<file path="src/rtl/imem_loader_pkg.sv">
// imem_loader_pkg
//   Shared definitions for the instruction-memory boot loader: the loader
//   state encoding and the instruction RAM geometry. The RAM and the chip
//   top use the same constants.
package imem_loader_pkg;

    localparam int IMEM_ADDR_W  = 7;
    localparam int IMEM_DEPTH   = 128;
    localparam int IMEM_TIMEOUT = 1024;

    typedef enum logic [2:0] {
        ST_IDLE  = 3'd0,
        ST_RECV  = 3'd1,
        ST_WRITE = 3'd2,
        ST_CSUM  = 3'd3,
        ST_DONE  = 3'd4,
        ST_ERR   = 3'd5
    } state_t;

endpackage

</file>
<file path="src/rtl/imem_loader_byte_packer.sv">
// imem_loader_byte_packer
//   Packs accepted stream bytes little-endian into a 32-bit word and keeps
//   a running 8-bit sum of every packed byte.
//   clk, rst   : clock, asynchronous active-low reset
//   clear      : restart packing at lane 0 with a zero sum
//   accept     : data is taken this cycle
//   data       : stream byte
//   w_inst     : word being assembled (lane 0 = bits [7:0])
//   sum        : running sum of packed bytes, mod 256
//   word_full  : this accept fills lane 3, completing the word
module imem_loader_byte_packer (
    input  logic        clk,
    input  logic        rst,
    input  logic        clear,
    input  logic        accept,
    input  logic [7:0]  data,
    output logic [31:0] w_inst,
    output logic [7:0]  sum,
    output logic        word_full
);

    logic [1:0] byte_idx;

    assign word_full = accept && (byte_idx == 2'd3);

    always_ff @(posedge clk or negedge rst) begin
        if (!rst) begin
            byte_idx <= '0;
            w_inst   <= '0;
            sum      <= '0;
        end else if (clear) begin
            byte_idx <= '0;
            sum      <= '0;
        end else if (accept) begin
            case (byte_idx)
                2'd0:    w_inst[7:0]   <= data;
                2'd1:    w_inst[15:8]  <= data;
                2'd2:    w_inst[23:16] <= data;
                default: w_inst[31:24] <= data;
            endcase
            sum      <= sum + data;
            byte_idx <= byte_idx + 2'd1;
        end
    end

endmodule

</file>
<file path="src/rtl/imem_loader.sv">
// imem_loader
//   Boot-time loader: receives a byte stream, writes 32-bit words to the
//   instruction RAM at sequential addresses, then verifies a trailing
//   checksum byte. iwen holds the core stalled while loading and on error.
//   clk, rst        : clock, asynchronous active-low reset
//   start, abort    : begin a load (pulse) / force failure (level)
//   word_count      : words to load, latched on start
//   byte_valid/data : stream input; byte_ready is the loader's handshake
//   iwen            : core stall / instruction-load enable
//   i_addr, w_inst, mem_we : instruction RAM write port
//   busy, done, err : status (done and err are sticky until the next start)
//
//   state | meaning
//   IDLE  | after reset, waiting for start
//   RECV  | packing stream bytes into the current word
//   WRITE | one-cycle RAM write of the assembled word
//   CSUM  | waiting for the trailing checksum byte
//   DONE  | load good, core released
//   ERR   | load failed, core held stalled
module imem_loader
    import imem_loader_pkg::*;
#(
    parameter int ADDR_W  = IMEM_ADDR_W,
    parameter int DEPTH   = IMEM_DEPTH,
    parameter int TIMEOUT = IMEM_TIMEOUT
) (
    input  logic              clk,
    input  logic              rst,
    input  logic              start,
    input  logic              abort,
    input  logic [ADDR_W:0]   word_count,
    input  logic              byte_valid,
    input  logic [7:0]        byte_data,
    output logic              byte_ready,
    output logic              iwen,
    output logic [ADDR_W-1:0] i_addr,
    output logic [31:0]       w_inst,
    output logic              mem_we,
    output logic              busy,
    output logic              done,
    output logic              err
);

    localparam int TMR_W = $clog2(TIMEOUT);
    localparam logic [TMR_W-1:0] TMR_LAST = TMR_W'(TIMEOUT - 1);
    localparam logic [ADDR_W:0]  DEPTH_V  = (ADDR_W + 1)'(DEPTH);

    state_t              state, state_next;
    logic [ADDR_W:0]     count;
    logic [ADDR_W-1:0]   word_idx;
    logic [TMR_W-1:0]    timer;
    logic [7:0]          sum;
    logic [7:0]          sum_final;
    logic                handshake, accept, pack_accept, word_full;
    logic                start_ok, count_bad, last_word, tmo_hit;

    assign byte_ready  = (state == ST_RECV) || (state == ST_CSUM);
    assign busy        = (state == ST_RECV) || (state == ST_WRITE) || (state == ST_CSUM);
    assign mem_we      = (state == ST_WRITE);
    assign i_addr      = word_idx;

    assign handshake   = byte_valid && byte_ready;
    // An abort on the accept cycle discards the byte.
    assign accept      = handshake && !abort;
    assign pack_accept = accept && (state == ST_RECV);
    assign start_ok    = start && ((state == ST_IDLE) || (state == ST_DONE) || (state == ST_ERR));
    assign count_bad   = (word_count == '0) || (word_count > DEPTH_V);
    assign last_word   = ({1'b0, word_idx} == (count - 1'b1));
    assign tmo_hit     = (timer == TMR_LAST) && !handshake;
    assign sum_final   = sum + byte_data;

    imem_loader_byte_packer u_packer (
        .clk       (clk),
        .rst       (rst),
        .clear     (start_ok),
        .accept    (pack_accept),
        .data      (byte_data),
        .w_inst    (w_inst),
        .sum       (sum),
        .word_full (word_full)
    );

    always_comb begin
        state_next = state;
        case (state)
            ST_IDLE, ST_DONE, ST_ERR: begin
                if (start) state_next = count_bad ? ST_ERR : ST_RECV;
            end
            ST_RECV: begin
                if (abort)          state_next = ST_ERR;
                else if (tmo_hit)   state_next = ST_ERR;
                else if (word_full) state_next = ST_WRITE;
            end
            ST_WRITE: begin
                if (abort)          state_next = ST_ERR;
                else if (last_word) state_next = ST_CSUM;
                else                state_next = ST_RECV;
            end
            ST_CSUM: begin
                if (abort)          state_next = ST_ERR;
                else if (tmo_hit)   state_next = ST_ERR;
                else if (accept)    state_next = (sum_final == 8'd0) ? ST_DONE : ST_ERR;
            end
            default:                state_next = ST_IDLE;
        endcase
    end

    always_ff @(posedge clk or negedge rst) begin
        if (!rst) begin
            state    <= ST_IDLE;
            iwen     <= 1'b0;
            done     <= 1'b0;
            err      <= 1'b0;
            count    <= '0;
            word_idx <= '0;
            timer    <= '0;
        end else begin
            state <= state_next;
            // Status flags track the state being entered, so they are sticky
            // for as long as DONE/ERR is held.
            iwen  <= (state_next == ST_RECV) || (state_next == ST_WRITE) ||
                     (state_next == ST_CSUM) || (state_next == ST_ERR);
            done  <= (state_next == ST_DONE);
            err   <= (state_next == ST_ERR);

            if (start_ok && !count_bad) begin
                count    <= word_count;
                word_idx <= '0;
            end else if ((state == ST_WRITE) && !abort && !last_word) begin
                word_idx <= word_idx + 1'b1;
            end

            if (start_ok || handshake || (state == ST_WRITE))
                timer <= '0;
            else if ((state == ST_RECV) || (state == ST_CSUM))
                timer <= timer + 1'b1;
        end
    end

endmodule

</file>
<file path="config.mk">
export PLATFORM = sky130hd
export DESIGN_NAME = imem_loader
export DESIGN_NICKNAME = d
export VERILOG_FILES = /design/src/rtl/imem_loader_pkg.sv /design/src/rtl/imem_loader_byte_packer.sv /design/src/rtl/imem_loader.sv
export SDC_FILE = /design/constraint.sdc
export NUM_CORES = 1
export LEC_CHECK = 0
export ABC_AREA = 1
export CORE_MARGIN = 5
export CORE_UTILIZATION = 45
export DETAILED_ROUTE_END_ITERATION = 16
export GPL_TIMING_DRIVEN = 0
export HOLD_SLACK_MARGIN = 0.12
export PLACE_DENSITY = 0.81
export SYNTH_ARGS = -nofsm -noshare
export SYNTH_HDL_FRONTEND = slang
export SYNTH_SLANG_ARGS = --single-unit
</file>
<file path="constraint.sdc">
create_clock -name clk -period 3.7 [get_ports clk]
set_input_delay 0.74 -clock clk [delete_from_list [all_inputs] [get_ports clk]]
set_output_delay 0.74 -clock clk [all_outputs]
set_load 0.02 [all_outputs]
</file>
======== Yosys cells after proc, flatten, opt, wreduce, memory -nomap -nowiden ========
Cells that the tools add are included.
W data, S select, Z words.
word-level totals
  register bits after elaboration ......... 73
  bits in latches ......................... 0
  bits in writable memories ............... 0
  memory bits (read-only) ................. 0
  bits of input ports ..................... 21
  output and inout port bits .............. 45
  word-level logic and storage cells ...... 93
  memories ................................ 0
cells by class
  add/sub/neg operators ................... 5
  multipliers ............................. 0
  div/mod/pow operators ................... 0
  magnitude comparators ................... 1
  equal/unequal tests ..................... 15
  shifts and indexed selects .............. 0
  mux-type cells .......................... 20
  bitwise operators ....................... 2
  reductions and logical operators ........ 37
operators with widths
  cell                     number
  $mux W3                  9
  $mux W10                 2
  $logic_not A8 Y1         2
  $mux W8                  2
  $mux W7                  2
  $eq A3 B2 Y1 const B     4
  $eq A3 B3 Y1 const B     4
  $pmux W3 S4              1
  $reduce_and A3 Y1        4
  $logic_or A1 B1 Y1       11
  $add A10 B1 Y10 const B  1
  $eq A10 B10 Y1 const B   1
  $logic_and A1 B1 Y1      9
  $add A8 B8 Y8            1
  $eq A7 B8 Y1             1
  $gt A8 B8 Y1 const B     1
  $sub A8 B1 Y8 const B    1
  $add A7 B1 Y7 const B    1
  $eq A3 B1 Y1 const B     2
  $mux W2                  3
  $reduce_bool A2 Y1       3
  $reduce_or A3 Y1         2
  $eq A2 B2 Y1 const B     2
  $logic_not A1 Y1         4
  other kinds (6)          7

======== Depth between registers and ports, before layout ========
Gate-level depths: netlist of run 1.
  depth in word-level cells ............... 14
  gate-level depth with buffers ........... 15
  depth with buffers taken out ............ 15

======== Cells and area by module ========
A second synthesis of run 1 with hierarchy kept.
unflattened totals
  cell total of the unflattened synthesis .. 533
  area total of the unflattened synthesis .. 4302.9 µm²
by module, submodules not included
  module                   times used  cells each  area each (µm²)
  imem_loader              1           324         2346.0
  imem_loader_byte_packer  1           209         1956.9

======== Least setup slack after synthesis of run 1 ========
OpenSTA, ideal clock, no wires.
  path kind ............................... input-to-reg
  start point ............................. input port byte_data[0]
  end point ............................... register iwen
  arrival time ............................ 2134 ps
  data required time ...................... 3572 ps
  path slack .............................. 1437 ps
  cell stages on the path ................. 14
  cells stage by stage .................... ha_1 > fa_1 > nand2_1 > nand3_1 > nand3_1 > nand2_1 > nand2_1 > nand2_1 > nor2_1 > nand2_1 > nand2_1 > nand2_1 > nand2_1 > nand3b_1
on the way
  longest elaborated chain between the ends .. 11
  elaborated cells on any way between the ends .. 14
  classes of those cells .................. 1 x add/sub; 4 x eq/ne; 5 x mux; 4 x reduce/logical
RTL lines
  element                                       line                RTL
  start, declared                               imem_loader.sv:33   input logic [7:0] byte_data,
  $add A8 B8 Y8 (*)                             imem_loader.sv:70   assign sum_final = sum + byte_data;
  $logic_not A8 Y1 (*)                          imem_loader.sv:102  else if (accept) state_next = (sum_final == 8'd0) ? ST_DONE : ST_ERR;
  $mux W1 (*)                                   imem_loader.sv:102
  $mux W3 (*)                                   imem_loader.sv:102
  $mux W3 (*)                                   imem_loader.sv:101  else if (tmo_hit) state_next = ST_ERR;
  $mux W3 (*)                                   imem_loader.sv:100  if (abort) state_next = ST_ERR;
  $pmux W3 S4 (*)                               imem_loader.sv:85   case (state)
  $eq A3 B1 Y1 or $eq A3 B2 Y1 (tied branches)  imem_loader.sv:121  iwen <= (state_next == ST_RECV) || (state_next == ST_WRITE) ||
  $logic_or A1 B1 Y1 (2 in a row)               imem_loader.sv:121
  $logic_or A1 B1 Y1 (*)                        imem_loader.sv:122  (state_next == ST_CSUM) || (state_next == ST_ERR);
  end signal, assigned                          imem_loader.sv:121
  end, declared                                 imem_loader.sv:35   output logic iwen,
Mark *: on every way between the ends. The rest lies on a longest branch, timed or not.
A chain may end at the register's enable or synchronous reset.

======== Final worst setup path of run 1 ========
  start point ............................. register state[1]
  end point ............................... output port mem_we
on the way
  longest elaborated chain between the ends .. 1
RTL lines
  element                 line                RTL
  start, declared         imem_loader.sv:48   state_t state, state_next;
  start signal, assigned  imem_loader.sv:118  state <= state_next;
  $eq A3 B2 Y1            imem_loader.sv:59   assign mem_we = (state == ST_WRITE);
  end, declared           imem_loader.sv:38   output logic mem_we,
No other way between the ends.

==> results of run 1 <==
==> metal layers <==
| metal | global-route usage | vias to the layer above |
|---|---|---|
| li1 | - | 1710 |
| met1 | 0.2305 | 1656 |
| met2 | 0.3286 | 68 |
| met3 | 0.03421 | 13 |
| met4 | 0.06076 | 0 |
| met5 | 0 | - |
==> cell usage in the layout (no fill, tap or decap), types with 2 or more instances in the layout <==
cell	count
nand4_1	12
nand2_2	3
dfrtp_1	73
a21oi_1	10
inv_2	6
xor2_1	9
clkbuf_1	4
inv_6	2
nand2_1	128
nand2_4	5
nor2_1	23
nor2_4	2
nand3_2	2
nor2_2	2
nor3_4	2
clkdlybuf4s50_1	64
clkbuf_8	10
o21ai_1	4
bufinv_16	2
ha_1	14
buf_6	4
xnor2_1	3
nand3_1	37
o21ai_0	59
nor3_1	9
buf_2	2
inv_1	63
==> registers in the layout (all words and copies together) (netlist names) <==
signal and flops:
count 8, done 1, err 1, i_addr 7
iwen 1, state 3, timer 10, u_packer.byte_idx 2
u_packer.sum 8, u_packer.w_inst 32
==> cells by family (layout without fill, tap and decap cells) <==
group | Yosys count | count (layout) | synth area share
and+or+nand+nor | 228 | 228 | 0.2712
DFF | 73 | 73 | 0.4669
adders and majority gates | 15 | 15 | 0.04989
xor gates and xnor gates | 12 | 12 | 0.02687
buffers and inverters | 80 | 161 | 0.08538
AOI/OAI and AO/OA | 76 | 76 | 0.09978
==> worst paths after layout <==
check	from	endpoint	slack [ns]	depth (start not counted)
max	state[1]	mem_we	1.07	3
min	u_packer.w_inst[16]	u_packer.w_inst[16]	0.49	2
max reg2reg	u_packer.sum[0]	done	1.55	15
min reg2reg	u_packer.w_inst[16]	u_packer.w_inst[16]	0.49	2
max in group asynchronous	rst	count[1]	2.57	1
min in group asynchronous	rst	u_packer.sum[1]	0.50	1
==> Yosys cell counts, drive strengths merged <==
master | count | area share
nor3 | 11 | 0.020
fa | 1 | 0.0051
a2bb2oi | 1 | 0.0022
inv | 69 | 0.066
o21ai | 63 | 0.081
xor2 | 9 | 0.020
dfrtp | 73 | 0.47
and3 | 1 | 0.0016
xnor2 | 3 | 0.0067
a21oi | 11 | 0.015
nor4 | 1 | 0.0032
nor2 | 27 | 0.031
nand2 | 136 | 0.14
nand3 | 39 | 0.052
buf | 6 | 0.014
clkbuf | 5 | 0.0051
ha | 14 | 0.045
o21a | 1 | 0.0019
nand3b | 1 | 0.0019
nand4 | 12 | 0.019
==> worst register-to-register path: cells and delay by family, from the launching register on <==
family	cells	cell delay, ns
AND/OR/NAND/NOR	13	1.04
flip-flops	1	0.39
adder cells (fa/ha/maj)	2	0.66
==> power by group <==
part / internal [mW] / total, mW / switching, mW
Combinational: 0.476 / 1.16 / 0.684
Clock: 0.409 / 0.733 / 0.324
Sequential: 0.982 / 1.11 / 0.125
Total: 1.87 / 3.00 / 1.13
==> metrics by stage <==
step,setup TNS [ns],worst slack [ns]
after floorplan,0,1.437
after global placement,-42.42,-0.5849
after detailed placement,0,0.7137
after CTS,0,1.061
after global routing,0,0.8178
final,0,1.072
==> cell type report <==
class	instances	area, um^2	area share
flip-flops and latches	73	1827	0.3705
multi-input cells	331	1752	0.3552
repair buffers	65	648.1	0.1314
inverters	69	259.0	0.05252
clock buffers	10	137.6	0.02791
well taps	108	135.1	0.02740
clock inverters	6	97.59	0.01979
plain buffers	11	75.07	0.01522
==> results.yml, run 1 <==
synthesis:
  netlist_instances: 484
  ys_seq_area_frac: 0.4669
  syn_nets: 520
  synth_area_um2: 3913
  syn_area_per_cell_um2: 8.084
  ys_seq_elements: 73
  yosysWarnings: 0
  netlist-cell-type-count: 31
clocking:
  clk_pin_slew_ns: 0.08
  cts_made_buffers: 9
  cts_hold_buf: 0
  cts_max_path_buffers: 2
  cts_resized: 0
  cts.sinks: 73
  post_cts_buffers: 0
  cts_tree: "done"
  root_buffer: "clkbuf_8"
  htreeDepth: 3
  worstSkewPairLatency_ns: 0.35
routing:
  wl_met3_um: 359
  drt-initial-drc-count: 160
  wl_met2_mm: 4.756
  via_per_inst: 5.122
  first_pass_iters: 4
  drcViolationCount: 0
  vias: 3447
  avgRoutedWirePerCell_um: 13.77
  ant_nets: 0
  highest_layer: "met4"
  met1_length_mm: 3.973
  routed_wl_mm: 9.266
placement:
  placedInstanceArea_um2: 4696
  port_buffers: 65
  place_inst: 657
  gp_congestion: 0.8824
  dp_hpwl_mm: 7.056
setup_path:
  cp.required_ns: 2.96
  worst-path-buf-inv: 2
  crit_family: "buffers and inverters"
  start_kind: "register"
  critical_path.max_fanout: 6
  crit_type: "register to output port"
  cp_data_arrival_time_ns: 1.89
  path_cells: "inv_1 -> nor3_1 -> clkdlybuf4s50_1"
  slowest_delay_ns: 0.67
  cp-end-kind: "output port"
  slowest_stage: "clkdlybuf4s50_1"
global_routing:
  overflow: 0
  grt_pass1_wl_mm: 15.65
  grt_max_degree: 74
  antenna_found_initial: 0
  grt_pass1_vias: 3399
  track_usage: 0.1863
die:
  die_w_um: 103.2
  core_um2: 8593
  start_util: 0.4553
  die_h_um: 103.2
  io_pins: 66
  dieArea_um2: 10660
  num_rows: 34
finish:
  insertedDiodeCount: 0
  layout.cells.non_filler: 673
  drive_gt1_frac: 0.08496
  syn2layout_area_growth_pct: 26.03
  final_nets: 596
  final_area_um2: 4931
  final_util: 0.5738
  fillers: 772
pwr:
  power_density_nw_per_um2: 608.6
  p_total_mw: 3.001
  vdd_drop_max_v: 0.0002224
  p_leak_nw: 2.471
sta:
  min_period_over_period: 0.7103
  post-route-min-period_ns: 2.628
  worst_pin_slew_ns: 0.9334
  finalMaxSlewViolations: 0
  hold_viol: 0
  setup_violations: 0
  skew_ns: 0.009856
  max_freq_ghz: 0.3805
  holdWs_ns: 0.4860
  relSlewSlack: 0.3726
  rsz0062_at_grt: "no"
hold_path:
  worstHoldPathType: "register to register"
run:
  drv_cap: 0
run_status:
  status: "completed"
Note: power is estimated with default switching activity, not from simulation.
==> run 2: changes to the inputs <==
==> constraint.sdc (replaced) <==
create_clock -name clk -period 2.6 [get_ports clk]
set_input_delay 0.52 -clock clk [delete_from_list [all_inputs] [get_ports clk]]
set_output_delay 0.52 -clock clk [all_outputs]
set_load 0.02 [all_outputs]
==> run 2 against run 1 <==
Compared with the run above: register-to-register slack got worse by 1.0 ns; first-iteration DRC count rose by 0.63%; wire length fell by 0.18%; critical path depth did not move; via count rose by 0.17%; global-route usage did not move; worst hold slack got worse by 0.20 ns; non-clock buffer count did not move; clock skew barely moved; combinational power rose by 42%; cell area barely moved; highest routed layer unchanged.
==> results.yml, run 2 (same netlist as run 1, synthesis figures left out) <==
run_status:
  status: "completed"
pwr:
  p_total_mw: 4.269
  vdd_drop_max_v: 0.0003165
  power_density_nw_per_um2: 865.4
  p_leak_nw: 2.469
routing:
  vias: 3453
  via_per_inst: 5.131
  avgRoutedWirePerCell_um: 13.74
  drt-initial-drc-count: 161
  ant_nets: 0
  routed_wl_mm: 9.249
  first_pass_iters: 5
  drcViolationCount: 0
finish:
  layout_common_cells: "nand2_1 (128), dfrtp_1 (73), clkdlybuf4s50_1 (64)"
  final_util: 0.5741
  final_area_um2: 4933
  drive_gt1_frac: 0.08673
  final_nets: 596
  regMostFlops: "u_packer.w_inst"
  largest_reg_flops: 32
  insertedDiodeCount: 0
  reg_top3: "u_packer.w_inst x32, timer x10"
  syn2layout_area_growth_pct: 26.10
  final_common_cell: "nand2_1"
sta:
  setup_violations: 0
  rsz0062_at_grt: "no"
  min_period_over_period: 0.9283
  post-route-min-period_ns: 2.414
  hold_viol: 0
  holdWs_ns: 0.2825
  finalMaxSlewViolations: 0
  skew_ns: 0.009902
  max_freq_ghz: 0.4143
  relSlewSlack: 0.3732
  setup_tns_ns: 0
  worst_pin_slew_ns: 0.9325
die:
  die_w_um: 103.2
  io_pins: 66
  core_um2: 8593
  die_h_um: 103.2
  start_util: 0.4553
  num_rows: 34
  dieArea_um2: 10660
placement:
  dp_hpwl_mm: 7.056
  gp_congestion: 0.8824
  port_buffers: 65
  placedInstanceArea_um2: 4696
setup_path:
  start_kind: "register"
  slowest_stage: "clkdlybuf4s50_1"
  cp_data_arrival_time_ns: 1.89
  cp-end-kind: "output port"
  cp.required_ns: 2.08
  slowest_delay_ns: 0.67
  path_cells: "inv_1 -> nor3_1 -> clkdlybuf4s50_1"
  critical_path.max_fanout: 6
  crit_type: "register to output port"
clocking:
  clk_pin_slew_ns: 0.09
  post_cts_buffers: 0
  htreeDepth: 3
  cts.sinks: 73
  cts_max_path_buffers: 2
  cts_made_buffers: 9
  cts_tree: "done"
  root_buffer: "clkbuf_8"
  worstSkewPairLatency_ns: 0.35
  cts_hold_buf: 0
global_routing:
  grt_max_degree: 74
  grt_pass1_vias: 3399
  track_usage: 0.1863
  overflow: 0
  antenna_found_initial: 0
  grt_pass1_wl_mm: 15.65
run:
  drv_cap: 0
hold_path:
  worstHoldPathType: "primary input to async pin"
run 2: path summary, 6_finish.rpt:
path	start	endpoint	slack, ns	cells after the start
worst max-delay path	state[1]	mem_we	0.19	3
worst min-delay path	rst	u_packer.sum[1]	0.28	1
worst max register to register	u_packer.sum[0]	done	0.51	15
worst min register to register	u_packer.w_inst[16]	u_packer.w_inst[16]	0.49	2
max in group asynchronous	rst	count[1]	1.70	1
min in group clk	u_packer.w_inst[16]	u_packer.w_inst[16]	0.49	2
run 2: power by group:
part / internal (mW) / switching (mW) / total [mW]
logic: 0.678 / 0.972 / 1.65
clock network: 0.582 / 0.461 / 1.04
registers: 1.40 / 0.177 / 1.58
total: 2.66 / 1.61 / 4.27
run 2: cell type report:
| cell class | instances | area, um^2 |
|---|---|---|
| Tap cell | 108 | 135.1 |
| Clock inverter | 6 | 97.59 |
| Fill cell | 772 | 3660 |
| Inverter | 69 | 259.0 |
| Clock buffer | 10 | 137.6 |
| Timing Repair Buffer | 65 | 648.1 |
| Buffer | 11 | 75.07 |
| Sequential cell | 73 | 1827 |
| Multi-Input combinational cell | 331 | 1754 |
run 2: stage by stage:
step	cells	setup WS, ns
floorplan	484	0.5572
global route	673	0.003384
finish	673	0.1864
detailed placement	657	-0.1663
CTS	673	0.1814
global placement	657	-1.465
run 2: metal layers:
layer	global-route usage	part of all wire	up-vias	wire length, um
met1	0.2305	0.43	1663	3952
li1	-	-	1710	-
met5	0	0	-	0
met4	0.06076	0.017	0	161
met3	0.03421	0.037	13	344
met2	0.3286	0.52	67	4791
run 2: timing repair:
action                                  CTS  global route
gates resized for setup                   0             1
endpoints found under the setup margin    0             3
hold endpoints to repair                  0             0
run 2: worst max-delay path: cells and delay by family, from the launching register on:
kind | cells | cell delay [ns]
and+or+nand+nor | 1 | 0.26
buffers and inverters | 2 | 0.84
DFF | 1 | 0.45
==> run 3: changes to the inputs <==
--- a/config.mk
+++ b/config.mk
@@ -12,6 +12,7 @@
 export GPL_TIMING_DRIVEN = 0
 export HOLD_SLACK_MARGIN = 0.12
 export PLACE_DENSITY = 0.81
+export SLEW_MARGIN = 0
 export SYNTH_ARGS = -nofsm -noshare
 export SYNTH_HDL_FRONTEND = slang
 export SYNTH_SLANG_ARGS = --single-unit
==> results of run 3 <==
No change in the layout: final DEF, timing and power equal those of run 2.
